<file path="src/rtl/uart_rx_fifo_pkg.sv">
// Shared definitions for the UART receiver: FSM states, default baud divider,
// and the sub-bit positions used for majority sampling.
package uart_rx_fifo_pkg;

  // Receiver frame states
  typedef enum logic [1:0] {
    ST_IDLE  = 2'd0,
    ST_START = 2'd1,
    ST_DATA  = 2'd2,
    ST_STOP  = 2'd3
  } rx_state_t;

  // 50 MHz system clock, 9600 baud, 8 oversample ticks per bit
  localparam int DIV_DEFAULT = 651;

  // Sub-bit positions (8 ticks per bit): three samples around mid-bit,
  // decision at the last tick of the bit
  localparam logic [2:0] SAMPLE_A = 3'd3;
  localparam logic [2:0] SAMPLE_B = 3'd4;
  localparam logic [2:0] SAMPLE_C = 3'd5;
  localparam logic [2:0] BIT_LAST = 3'd7;

  // Two-of-three vote over the mid-bit samples
  function automatic logic majority3(input logic [2:0] s);
    return (s[0] & s[1]) | (s[0] & s[2]) | (s[1] & s[2]);
  endfunction

endpackage

</file>
<file path="src/rtl/uart_rx_fifo_sync_fifo.sv">
// Generic first-word-fall-through FIFO. Storage is a plain array with a
// registered read port; the head register is pre-loaded with the entry that
// will be at the head after this cycle's push/pop, so pop_data is valid in
// the same cycle that empty deasserts.
module sync_fifo #(
  parameter int WIDTH = 8,
  parameter int DEPTH = 8
) (
  input  logic                     clk,
  input  logic                     rst,
  input  logic                     push,
  input  logic [WIDTH-1:0]         push_data,
  input  logic                     pop,
  output logic [WIDTH-1:0]         pop_data,
  output logic                     full,
  output logic                     empty,
  output logic [$clog2(DEPTH):0]   level
);

  localparam int AW = $clog2(DEPTH);

  logic [WIDTH-1:0] mem [DEPTH];
  logic [AW-1:0]    wr_ptr_reg;
  logic [AW-1:0]    rd_ptr_reg;
  logic [AW-1:0]    rd_ptr_next;
  logic [AW:0]      level_reg;
  logic [AW:0]      level_next;
  logic [WIDTH-1:0] head_reg;
  logic             do_pop;
  logic             do_push;

  assign empty = (level_reg == '0);
  assign full  = (level_reg == (AW+1)'(DEPTH));
  assign level = level_reg;

  // Pop only when something is there; a push into a full FIFO only succeeds
  // when the head leaves in the same cycle
  assign do_pop  = pop && !empty;
  assign do_push = push && (!full || do_pop);

  // Read address the head register must track after this cycle
  always_comb begin
    rd_ptr_next = rd_ptr_reg;
    if (do_pop) rd_ptr_next = rd_ptr_reg + 1'b1;
  end

  // Occupancy bookkeeping: simultaneous push and pop leave it unchanged
  always_comb begin
    level_next = level_reg;
    unique case ({do_push, do_pop})
      2'b10:   level_next = level_reg + 1'b1;
      2'b01:   level_next = level_reg - 1'b1;
      default: level_next = level_reg;
    endcase
  end

  // Pointers and occupancy; pointers wrap naturally modulo DEPTH
  always_ff @(posedge clk) begin
    if (rst) begin
      wr_ptr_reg <= '0;
      rd_ptr_reg <= '0;
      level_reg  <= '0;
    end else begin
      if (do_push) wr_ptr_reg <= wr_ptr_reg + 1'b1;
      rd_ptr_reg <= rd_ptr_next;
      level_reg  <= level_next;
    end
  end

  // Storage write port (no reset so it maps onto block RAM)
  always_ff @(posedge clk) begin
    if (do_push) mem[wr_ptr_reg] <= push_data;
  end

  // Registered read of the next head, bypassing a write to that same slot
  always_ff @(posedge clk) begin
    if (rst) begin
      head_reg <= '0;
    end else if (do_push && (wr_ptr_reg == rd_ptr_next)) begin
      head_reg <= push_data;
    end else begin
      head_reg <= mem[rd_ptr_next];
    end
  end

  // Drive zero while empty so stale storage never leaks out
  assign pop_data = empty ? '0 : head_reg;

endmodule

</file>
<file path="src/rtl/uart_rx_fifo.sv">
// UART 8N1 receiver with 8x oversampling and majority voting, feeding a
// first-word-fall-through byte FIFO. Framing errors and overruns are
// reported as single-cycle pulses.
module uart_rx_fifo
  import uart_rx_fifo_pkg::*;
#(
  parameter int DIV   = DIV_DEFAULT,
  parameter int DEPTH = 8
) (
  input  logic                     clk,
  input  logic                     rst,
  input  logic                     rxd,
  output logic [7:0]               rx_data,
  output logic                     rx_valid,
  input  logic                     rx_ready,
  output logic                     frame_err,
  output logic                     overrun,
  output logic [$clog2(DEPTH):0]   fifo_level
);

  localparam int TW = (DIV > 1) ? $clog2(DIV) : 1;

  logic          sync1_reg;
  logic          sync2_reg;
  logic          rxd_sync;
  logic [TW-1:0] tick_cnt_reg;
  logic          tick;
  rx_state_t     state_reg;
  rx_state_t     state_next;
  logic [2:0]    sub_cnt_reg;
  logic [2:0]    bit_idx_reg;
  logic [2:0]    sample_reg;
  logic [7:0]    shift_reg;
  logic          bit_end;
  logic          bit_val;
  logic          push_byte;
  logic          stop_bad;
  logic          frame_err_reg;
  logic          overrun_reg;
  logic          fifo_full;
  logic          fifo_empty;

  // Two-flop synchronizer; resets to the idle (high) line level
  always_ff @(posedge clk) begin
    if (rst) begin
      sync1_reg <= 1'b1;
      sync2_reg <= 1'b1;
    end else begin
      sync1_reg <= rxd;
      sync2_reg <= sync1_reg;
    end
  end

  assign rxd_sync = sync2_reg;

  // Free-running oversample divider, one tick every DIV clocks
  always_ff @(posedge clk) begin
    if (rst || tick) tick_cnt_reg <= '0;
    else             tick_cnt_reg <= tick_cnt_reg + 1'b1;
  end

  assign tick    = (tick_cnt_reg == TW'(DIV - 1));
  assign bit_end = tick && (sub_cnt_reg == BIT_LAST);
  assign bit_val = majority3(sample_reg);

  // FSM state register
  always_ff @(posedge clk) begin
    if (rst) state_reg <= ST_IDLE;
    else     state_reg <= state_next;
  end

  // FSM next-state: all moves happen on tick cycles only
  always_comb begin
    state_next = state_reg;
    unique case (state_reg)
      ST_IDLE:  if (tick && !rxd_sync) state_next = ST_START;
      ST_START: if (bit_end) state_next = bit_val ? ST_IDLE : ST_DATA;
      ST_DATA:  if (bit_end && (bit_idx_reg == 3'd7)) state_next = ST_STOP;
      ST_STOP:  if (bit_end) state_next = ST_IDLE;
      default:  state_next = ST_IDLE;
    endcase
  end

  // FSM outputs: the stop-bit verdict either delivers the byte or flags it
  always_comb begin
    push_byte = 1'b0;
    stop_bad  = 1'b0;
    if (state_reg == ST_STOP && bit_end) begin
      push_byte = bit_val;
      stop_bad  = !bit_val;
    end
  end

  // Bit timing, mid-bit sampling and LSB-first byte assembly
  always_ff @(posedge clk) begin
    if (rst) begin
      sub_cnt_reg <= '0;
      bit_idx_reg <= '0;
      sample_reg  <= 3'b111;
      shift_reg   <= '0;
    end else if (tick) begin
      if (state_reg == ST_IDLE) begin
        sub_cnt_reg <= '0;
        bit_idx_reg <= '0;
      end else begin
        sub_cnt_reg <= sub_cnt_reg + 1'b1;
        if (sub_cnt_reg == SAMPLE_A) sample_reg[0] <= rxd_sync;
        if (sub_cnt_reg == SAMPLE_B) sample_reg[1] <= rxd_sync;
        if (sub_cnt_reg == SAMPLE_C) sample_reg[2] <= rxd_sync;
        if (sub_cnt_reg == BIT_LAST) begin
          if (state_reg == ST_START) bit_idx_reg <= '0;
          if (state_reg == ST_DATA) begin
            shift_reg   <= {bit_val, shift_reg[7:1]};
            bit_idx_reg <= bit_idx_reg + 1'b1;
          end
        end
      end
    end
  end

  // Error pulses, registered so they line up with the FIFO level update
  always_ff @(posedge clk) begin
    if (rst) begin
      frame_err_reg <= 1'b0;
      overrun_reg   <= 1'b0;
    end else begin
      frame_err_reg <= stop_bad;
      overrun_reg   <= push_byte && fifo_full && !(rx_valid && rx_ready);
    end
  end

  assign frame_err = frame_err_reg;
  assign overrun   = overrun_reg;
  assign rx_valid  = !fifo_empty;

  sync_fifo #(
    .WIDTH (8),
    .DEPTH (DEPTH)
  ) u_fifo (
    .clk       (clk),
    .rst       (rst),
    .push      (push_byte),
    .push_data (shift_reg),
    .pop       (rx_ready),
    .pop_data  (rx_data),
    .full      (fifo_full),
    .empty     (fifo_empty),
    .level     (fifo_level)
  );

endmodule

</file>
<file path="config.mk">
export PLATFORM = sky130hd
export DESIGN_NAME = uart_rx_fifo
export DESIGN_NICKNAME = d
export VERILOG_FILES = /design/src/rtl/uart_rx_fifo_pkg.sv /design/src/rtl/uart_rx_fifo_sync_fifo.sv /design/src/rtl/uart_rx_fifo.sv
export SDC_FILE = /design/constraint.sdc
export NUM_CORES = 1
export LEC_CHECK = 0
export CORE_UTILIZATION = 40
export DETAILED_ROUTE_END_ITERATION = 8
export PLACE_DENSITY = 0.63
export REMOVE_ABC_BUFFERS = 1
export SLEW_MARGIN = 30
export SYNTH_ARGS = -nofsm -noshare
export SYNTH_HDL_FRONTEND = slang
export SYNTH_SLANG_ARGS = --single-unit
export TNS_END_PERCENT = 30
</file>
<file path="constraint.sdc">
create_clock -name clk -period 2.85 [get_ports clk]
set_input_delay 0.4275 -clock clk [delete_from_list [all_inputs] [get_ports clk]]
set_output_delay 0.4275 -clock clk [all_outputs]
set_load 0.05 [all_outputs]
</file>
After elaboration in Yosys (flattened, before gate mapping)

Memories as Yosys holds them, arrays and structs flattened. A register that Yosys moved wholly into a read port is not among the register bits.
Index checks and enable logic that the tools add are counted.

Register bits: 43
Memory bits (writable): 64
Input bits: 4
Output and inout bits: 15
Word-level logic and storage cells: 90
Memories: 1

Memory list:

| name       | depth | width | read ports | clocked after Yosys merged registers in | wr ports | line                         | RTL |
|---|---|---|---|---|---|---|---|
| u_fifo.mem | 8     | 8     | 1          | 1                                       | 1        | uart_rx_fifo_sync_fifo.sv:22 | `logic [WIDTH-1:0] mem [DEPTH];` |

Add/subtract/negate cells: 7
Eq/ne operators: 16
Muxes and demuxes: 17
Bitwise gates (word level): 7
Reduce and logical (&&, ||, !) cells: 27

Operators with widths:

| operator                                         | count |
|---|---|
| 2-to-1 mux 3 bit                                 | 6 |
| adder 3 x 1 -> 3 bit, second input constant      | 4 |
| == test 3 bit, second input constant             | 4 |
| AND reduction 3 bit                              | 4 |
| adder 10 x 1 -> 10 bit, second input constant    | 1 |
| == test 10 bit, second input constant            | 1 |
| 2-to-1 mux 2 bit                                 | 5 |
| logical AND 1 bit                                | 8 |
| 2-to-1 mux 8 bit                                 | 1 |
| inequality test 2 bit, second input constant     | 4 |
| case mux 2 bit (4 select lines)                  | 1 |
| case mux 4 bit (2 select lines)                  | 1 |
| AND reduction 4 bit                              | 2 |
| == test 2 bit, second input constant             | 3 |
| logical NOT 1 bit                                | 5 |
| adder 4 x 1 -> 4 bit, second input constant      | 1 |
| == test 2 x 1 -> 1 bit, second input constant    | 2 |
| == test 4 bit, second input constant             | 1 |
| logical NOT 4 bit                                | 1 |
| nonzero test 2 bit                               | 2 |
| subtractor 4 x 1 -> 4 bit, second input constant | 1 |
| AND 1 bit                                        | 3 |
| == test 3 x 2 -> 1 bit, second input constant    | 1 |
| 2-to-1 mux 1 bit                                 | 3 |
| other kinds (6)                                  | 9 |

Longest topological paths before layout

Gate-level depths: netlist (run 1).

Word-level depth: 7
Mapped depth: 11
Depth with buffers taken out: 11

Hierarchy

A second synthesis (run 1) with hierarchy kept.

Cells, all modules: 418
Area, all modules: 5,464.0 um^2

By module, submodules not included:

| module       | times used | cells an instance | area an instance (um^2) | sequential area each (um^2) |
|---|---|---|---|---|
| sync_fifo    | 1          | 258               | 3,966.3                 | 2,282.2 |
| uart_rx_fifo | 1          | 160               | 1,497.7                 | 660.6 |

Worst setup path after synthesis (run 1)

OpenSTA, ideal clock, no wires.

Path type: flip-flop to flip-flop
Start point: register u_fifo.level_reg[1], in the netlist u_fifo.level[1]
End point: memory u_fifo.mem[2][0], enable pin
Setup time: 0.398 ns
Arrival: 2.275 ns
Required time: 2.452 ns
Path slack: 0.177 ns
Cell stages (with the launch flop): 5
Buffers on the path: 0
Period minus slack after synthesis: 2.673 ns
Cells stage by stage: dfxtp_1 > or3_1 > o211a_1 > nand2_2 > nor4b_1

Cells in the longest elaborated chain, start to end: 7
Elaborated cells between the ends (all ways): 9
Classes of those cells: eq/ne: 1; mux: 2; reduce/logical: 6

Ends and longest elaborated chain:

| what                                     | line                         | RTL |
|---|---|---|
| start: declaration                       | uart_rx_fifo_sync_fifo.sv:26 | `logic [AW:0] level_reg;` |
| start signal: assignment                 | uart_rx_fifo_sync_fifo.sv:66 | `level_reg <= level_next;` |
| logical NOT 4 bit                        | uart_rx_fifo_sync_fifo.sv:32 | `assign empty = (level_reg == '0);` |
| logical NOT 1 bit                        | uart_rx_fifo_sync_fifo.sv:38 | `assign do_pop = pop && !empty;` |
| logical AND 1 bit                        | uart_rx_fifo_sync_fifo.sv:38 |  |
| logical OR 1 bit *                       | uart_rx_fifo_sync_fifo.sv:39 | `assign do_push = push && (!full \|\| do_pop);` |
| logical AND 1 bit *                      | uart_rx_fifo_sync_fifo.sv:39 |  |
| 2-to-1 mux 1 bit *                       | uart_rx_fifo_sync_fifo.sv:72 | `if (do_push) mem[wr_ptr_reg] <= push_data;` |
| 2-to-1 mux 1 bit (not written as such) * | uart_rx_fifo_sync_fifo.sv:72 |  |
| end: declaration                         | uart_rx_fifo_sync_fifo.sv:22 |  |

Mark *: on every way between the ends. The rest lies on a longest branch, timed or not.

Worst setup path in the final report (run 1)

Start point: register sub_cnt_reg[0]
End point: register u_fifo.level_reg[2], in the netlist u_fifo.level[2]

Cells in the longest elaborated chain, start to end: 7
Elaborated cells between the ends (all ways): 9
Classes of those cells: eq/ne: 3; mux: 2; reduce/logical: 4

Ends and longest elaborated chain:

| what                                                                  | line                         | RTL |
|---|---|---|
| start: declaration                                                    | uart_rx_fifo.sv:30           | `logic [2:0] sub_cnt_reg;` |
| start signal: assignment                                              | uart_rx_fifo.sv:106          | `sub_cnt_reg <= sub_cnt_reg + 1'b1;` |
| == test 3 bit *                                                       | uart_rx_fifo.sv:63           | `assign bit_end = tick && (sub_cnt_reg == BIT_LAST);` |
| logical AND 1 bit *                                                   | uart_rx_fifo.sv:63           |  |
| logical AND 1 bit *                                                   | uart_rx_fifo.sv:88           | `if (state_reg == ST_STOP && bit_end) begin` |
| 2-to-1 mux 1 bit *                                                    | uart_rx_fifo.sv:88           |  |
| logical AND 1 bit *                                                   | uart_rx_fifo_sync_fifo.sv:39 |  |
| == test 2 x 1 -> 1 bit or == test 2 bit (tied branches)               | uart_rx_fifo_sync_fifo.sv:50 | `unique case ({do_push, do_pop})` |
| case mux 4 bit (2 select lines) or nonzero test 2 bit (tied branches) | -                            |  |

Marked as above.
A chain may end at the register's enable or synchronous reset.

==> flow_metrics.tcl, run 1 <==
set metrics [dict create \
    run_status "complete, no violations" \
    synth_top_family_by_area "simple AND/OR/NAND/NOR gates" \
    antenna_cells 0 \
    period_needed_ns 2.599 \
    min_from "sync1_reg" \
    hold_ws_ns 0.4126 \
    fin_cells 665 \
    cpPeakStageDelay_ns 0.41 \
    hp-class "reg -> reg" \
    grt_max_degree 35 \
    cts_buffers 17 \
    ys_ff_latch 115 \
    ys.flop_type "edfxtp_1" \
    area_growth_pct 18.76 \
    synth_mux_area_frac 0.1376 \
    syn_avg_cell_area_um2 12.15 \
    fin_skew_ns 0.01605 \
    path_max_fanout 4 \
    final_antenna_net_count 0 \
    worstSkewPairLatency_ns 0.42 \
    drt-pass1-iter-count 5 \
    rows 42 \
    dieHeight_um 118.8 \
    async_reset_ff_frac 0 \
    yosysWarningCount 0 \
    path_cells "ha_1 > ha_1 > and3_1 > and2_1 > a21o_1 > xnor2_1 > ha_1 > a2111oi_1 > o21ai_0 > nor3b_1" \
    via_per_inst 5.486 \
    hold_violations 0 \
    cp-start-kind "flip-flop" \
    fin_nets 492 \
    layout-drive-gt1-share 0.2045 \
    rsz0062_at_grt "no" \
    synth_edf_count 64 \
    reg2reg_from "sub_cnt_reg[0]" \
    port_buffers 18 \
    coreArea_mm2 0.01330 \
    dp.final_hpwl_mm 8.036 \
    fillers 1161 \
    fmax_ghz 0.3848 \
    fin_crit_sh 0.9118 \
    use_met1 0.2404 \
    setup_slack_ns 0.2513 \
    largest_reg_flops 64 \
    drv_cap 0 \
    die_area_mm2 0.01411 \
    synth_compound_area_frac 0.06330 \
    tightest_slew_ns 0.6026 \
    drv_slew 0 \
    synthAdderAreaFrac 0.03119 \
    synth_xor_area_frac 0.02982 \
    ys_types 48 \
    cts_hold_buf 0 \
    track_usage 0.1773 \
    syn_area_mm2 0.005455 \
    dpl.cell_count 633 \
    detail_route.wl_per_cell_um 17.86 \
    clkTransAtPathRegs_ns 0.05 \
    cts_htree_levels 4 \
    grt_pass1_vias 3551 \
    grt_pass1_wl_mm 18.84 \
    ir_drop_mv 0.4365 \
    ys_seq_area_frac 0.5394 \
    cts_buffer_depth 2 \
    die_x_um 118.8 \
    drt_iter0_markers 255 \
    drcViolationCount 0 \
    antenna_found_initial 0 \
    cp-startpoint "sub_cnt_reg[0]" \
    gr-usage-met2 0.2781 \
    critPathArrivalTime_ns 2.88 \
    io_pins 19 \
    crit_top_cell "ha_1" \
    grt_remaining_overflow 0 \
    crit_type "reg -> reg" \
    cts_tree "done" \
    required_ns 3.13 \
    end_kind "flip-flop" \
    synthCells 449 \
    vias 3648 \
    preCtsSetupSlack_ns 0.2228 \
    gp_congestion 0.7901 \
    p_leak_nw 2.232 \
    setup_viol 0 \
    max_slew_margin 0.5977 \
    final_util 0.4873 \
    gr-usage-met3 0.03475 \
    busiest_layer "met2" \
    synth_simple_gate_area_frac 0.1651 \
    pwr_density_cell_mw_per_mm2 601.7 \
    cts.sinks 115 \
    start_util 0.4103 \
    drt-total-wl_mm 11.88 \
    root_buffer "clkbuf_16" \
    cpMaxStageDelayCell "a2111oi_1" \
]
-- critical path: cells and delay by family (launching register included) --
kind | cells | cell delay (ns)
AOI/OAI and AO/OA | 3 | 0.79
xor gates and xnor gates | 1 | 0.14
DFF | 1 | 0.32
and+or+nand+nor | 3 | 0.57
adders and majority gates | 3 | 0.65
-- logic make-up after synthesis --
| logic type | count (synthesis) |
|---|---|
| fa+ha+maj | 14 |
| xor+xnor | 17 |
| buf+inv | 46 |
| mux | 35 |
| simple gates | 167 |
| flops | 115 |
| compound gates | 55 |
-- layout make-up --
cell class / count / area (um^2) / area share
Timing Repair Buffer: 36 / 292.8 / 0.04519
Multi-Input combinational cell: 288 / 2361 / 0.3644
Sequential cell: 115 / 2944 / 0.4544
Clock inverter: 13 / 160.2 / 0.02472
Tap cell: 176 / 220.2 / 0.03399
Inverter: 18 / 67.56 / 0.01043
Clock buffer: 19 / 432.9 / 0.06682
-- synthesized netlist by cell type, types with 10 or more instances --
cell / number / area [um^2]
edfxtp_1: 64 / 1922
clkbuf_1: 17 / 63.81
nor2b_1: 10 / 62.56
and4_1: 10 / 87.58
a21oi_1: 26 / 130.1
nand3_1: 20 / 100.1
nor2_1: 32 / 120.1
nor3_1: 24 / 120.1
nand3b_1: 10 / 75.07
inv_1: 18 / 67.56
ha_1: 12 / 150.1
nand2_1: 32 / 120.1
mux4_2: 32 / 720.7
xnor2_1: 12 / 105.1
dfxtp_1: 51 / 1021
-- worst paths after layout --
kind | end | slack (ns) | cells after the start
max reg2reg | u_fifo.level[2] | 0.25 | 10
min | rxd_sync | 0.41 | 1
max | u_fifo.level[2] | 0.25 | 10
min reg2reg | rxd_sync | 0.41 | 1
-- where the power goes --
part / internal, mW / total (mW) / switching, mW
logic: 0.0135 / 0.0315 / 0.0179
clock network: 1.37 / 2.12 / 0.747
registers: 1.74 / 1.75 / 0.00603
total: 3.13 / 3.90 / 0.771
-- timing repair --
item | in CTS | in global routing
endpoints found under the setup margin | 0 | 1
gates resized for setup | 0 | 1
setup buffers | 0 | 0
-- cells in the final DEF, fill, tap and decap left out, drive strengths merged, types with 5 or more instances in the layout --
cell           instances
nor2                  32
a21oi                 26
buf                   27
ha                    12
clkbuf                19
clkinv                 8
nand3b                10
and4                  10
nor3                  24
and3                   5
o22ai                  8
xnor2                 12
nand3                 20
dfxtp                 51
inv                   19
nand2                 33
mux4                  32
clkdlybuf4s50          9
nor2b                 10
edfxtp                64
o21ai                  7
-- through the flow --
step | area (um^2) | power (mW) | TNS, ns
6_report | 6479 | 3.898 | 0
5_1_grt | 6479 | 3.998 | 0
4_1_cts | 6477 | 3.926 | 0
3_5_place_dp | 5884 | 1.813 | 0
3_3_place_gp | 5884 | 1.812 | 0
2_1_floorplan | 5340 | 1.794 | -2.516
-- metal layers --
metal	vias up	part of all wire
met5	-	0
met2	84	0.48
met3	17	0.035
li1	1740	-
met1	1807	0.47
met4	0	0.015
Power figures use the tool's default switching activity.
==> run 2: changes to the inputs <==
--- a/config.mk
+++ b/config.mk
@@ -5,6 +5,7 @@
 export SDC_FILE = /design/constraint.sdc
 export NUM_CORES = 1
 export LEC_CHECK = 0
+export CAP_MARGIN = 40
 export CORE_UTILIZATION = 40
 export DETAILED_ROUTE_END_ITERATION = 8
 export PLACE_DENSITY = 0.63
==> results of run 2 <==
Same layout as run 1: the final DEF is identical, and so are final timing and power.
==> run 3: changes to the inputs <==
--- a/config.mk
+++ b/config.mk
@@ -6,9 +6,10 @@
 export NUM_CORES = 1
 export LEC_CHECK = 0
 export CAP_MARGIN = 40
-export CORE_UTILIZATION = 40
+export CORE_UTILIZATION = 57
+export CTS_CLUSTER_DIAMETER = 60
 export DETAILED_ROUTE_END_ITERATION = 8
-export PLACE_DENSITY = 0.63
+export PLACE_DENSITY = 0.82
 export REMOVE_ABC_BUFFERS = 1
 export SLEW_MARGIN = 30
 export SYNTH_ARGS = -nofsm -noshare
==> constraint.sdc (replaced) <==
create_clock -name clk -period 3.3 [get_ports clk]
set_input_delay 0.495 -clock clk [delete_from_list [all_inputs] [get_ports clk]]
set_output_delay 0.495 -clock clk [all_outputs]
set_load 0.05 [all_outputs]
==> run 3 against run 2 <==
Net effect: sequential share of layout area rose by 0.35 points; global-route usage rose by 8.9 points; hold slack got worse by 0.00072 ns; power fell by 15%; critical path depth fell by 5; critical endpoint is now rx_data[3]; die area fell by 29%; clock skew fell by 0.0094 ns; cell count fell by 6.8%; register-to-register slack improved by 0.12 ns; count of clock-buffer cells in the layout fell by 1; largest power group unchanged; first-iteration DRC count rose by 46%.
==> flow_metrics.tcl, run 3 (synthesis results as in run 1) <==
set metrics [dict create \
    area_growth_pct 17.84 \
    layout-drive-gt1-share 0.1914 \
    fin_crit_sh 0.9285 \
    dieHeight_um 99.83 \
    cpPeakStageDelay_ns 0.85 \
    stdcell_area_mm2 0.006429 \
    cts.sinks 115 \
    largest_reg_flops 64 \
    drcViolationCount 0 \
    antenna_found_initial 0 \
    postCtsSetupBuffers 0 \
    path_buf_inv 2 \
    fin_tns_setup_ns 0 \
    finalPower_mw 3.308 \
    preCtsSetupSlack_ns 0.4990 \
    cpMaxStageDelayCell "clkdlybuf4s50_1" \
    required_ns 2.80 \
    rows 35 \
    antenna_cells 0 \
    fin_nets 494 \
    via_per_inst 6.287 \
    cts_buffer_depth 2 \
    cp-start-kind "flip-flop" \
    end_kind "output port" \
    setup_viol 0 \
    period_needed_ns 3.064 \
    grt_pass1_vias 3848 \
    detail_route.wl_per_cell_um 19.58 \
    vias 3898 \
    post_cts_resized 0 \
    setup_slack_ns 0.2360 \
    pwr_density_cell_mw_per_mm2 514.6 \
    track_usage 0.2658 \
    drt_iter0_markers 372 \
    cts_tree "done" \
    drt-total-wl_mm 12.14 \
    path_cells "or3_1 > nor2_1 > buf_4 > nor2b_1 > clkdlybuf4s50_1" \
    layout_common_cells "edfxtp_1, dfxtp_1, nor2_1, nand2_1, mux4_2" \
    die_area_mm2 0.009966 \
    p_leak_nw 2.208 \
    final_common_cell "edfxtp_1" \
    io_pins 19 \
    port_buffers 18 \
    die_x_um 99.83 \
    final_antenna_net_count 0 \
    crit_family "buffers and inverters" \
    grt_pass1_wl_mm 19.63 \
    worstSkewPairLatency_ns 0.52 \
    tightest_slew_ns 0.8022 \
    grt_remaining_overflow 0 \
    rsz0062_at_grt "no" \
    post_dp_cell_area_mm2 0.005857 \
    dp.final_hpwl_mm 7.611 \
    start_util 0.5904 \
    cts_htree_levels 4 \
    crit_type "reg -> out" \
    fmax_ghz 0.3264 \
    coreArea_mm2 0.009240 \
    fin_skew_ns 0.006670 \
    max_slew_margin 0.4514 \
    drv_slew 0 \
    gp_congestion 0.8508 \
    cts_buffers 17 \
    root_buffer "clkbuf_8" \
    path_max_fanout 9 \
    hp-class "reg -> reg" \
    run_status "complete, no violations" \
    cts_hold_buf 0 \
    clkTransAtPathRegs_ns 0.06 \
    ir_drop_mv 0.3094 \
    drv_cap 0 \
    hold_violations 0 \
    grt_max_degree 35 \
    drt-pass1-iter-count 6 \
    critPathArrivalTime_ns 2.57 \
]
-- run 3: cell types whose count changed in the layout (fill, tap and decap cells not counted), sizes merged --
cell	delta
bufinv	-1
clkinv	-4
clkdlybuf4s50	+9
clkbuf	-1
inv	+4
clkinvlp	+2
buf	-7
-- run 3: report_power, final --
group          internal, mW  switching [mW]  total [mW]
Clock                  1.08           0.689        1.77
Combinational        0.0117          0.0161      0.0278
Sequential             1.50         0.00496        1.51
Total                  2.60           0.710        3.31
-- run 3: stage by stage --
step	hold slack [ns]	cells	util
after floorplan	0.3895	421	-
after global placement	0.3946	588	0.6339
after detailed placement	0.3983	588	0.6339
after CTS	0.4159	620	0.6957
after global routing	0.4233	620	0.6957
final	0.4119	620	0.6957
-- run 3: path summary, 6_finish.rpt --
kind | to | cells past startpoint | from | slack, ns
setup / recovery | rx_data[3] | 5 | u_fifo.level[0] | 0.24
hold / removal | rxd_sync | 1 | sync1_reg | 0.41
setup reg to reg | u_fifo.level[2] | 10 | sub_cnt_reg[0] | 0.37
hold reg to reg | rxd_sync | 1 | sync1_reg | 0.41
-- run 3: cell type report --
type	instances	area [um^2]
Clock buffer	18	417.9
Clock inverter	14	153.9
Fill cell	618	2811
Inverter	18	67.56
Multi-Input combinational cell	288	2354
Sequential cell	115	2944
Tap cell	129	161.4
Timing Repair Buffer	38	330.3
-- run 3: per-layer routing --
layer	vias up	part of all wire	global-route usage
li1	1738	-	-
met1	1917	0.40	0.3455
met2	204	0.50	0.4239
met3	39	0.070	0.05710
met4	0	0.028	0.1369
met5	-	0	0
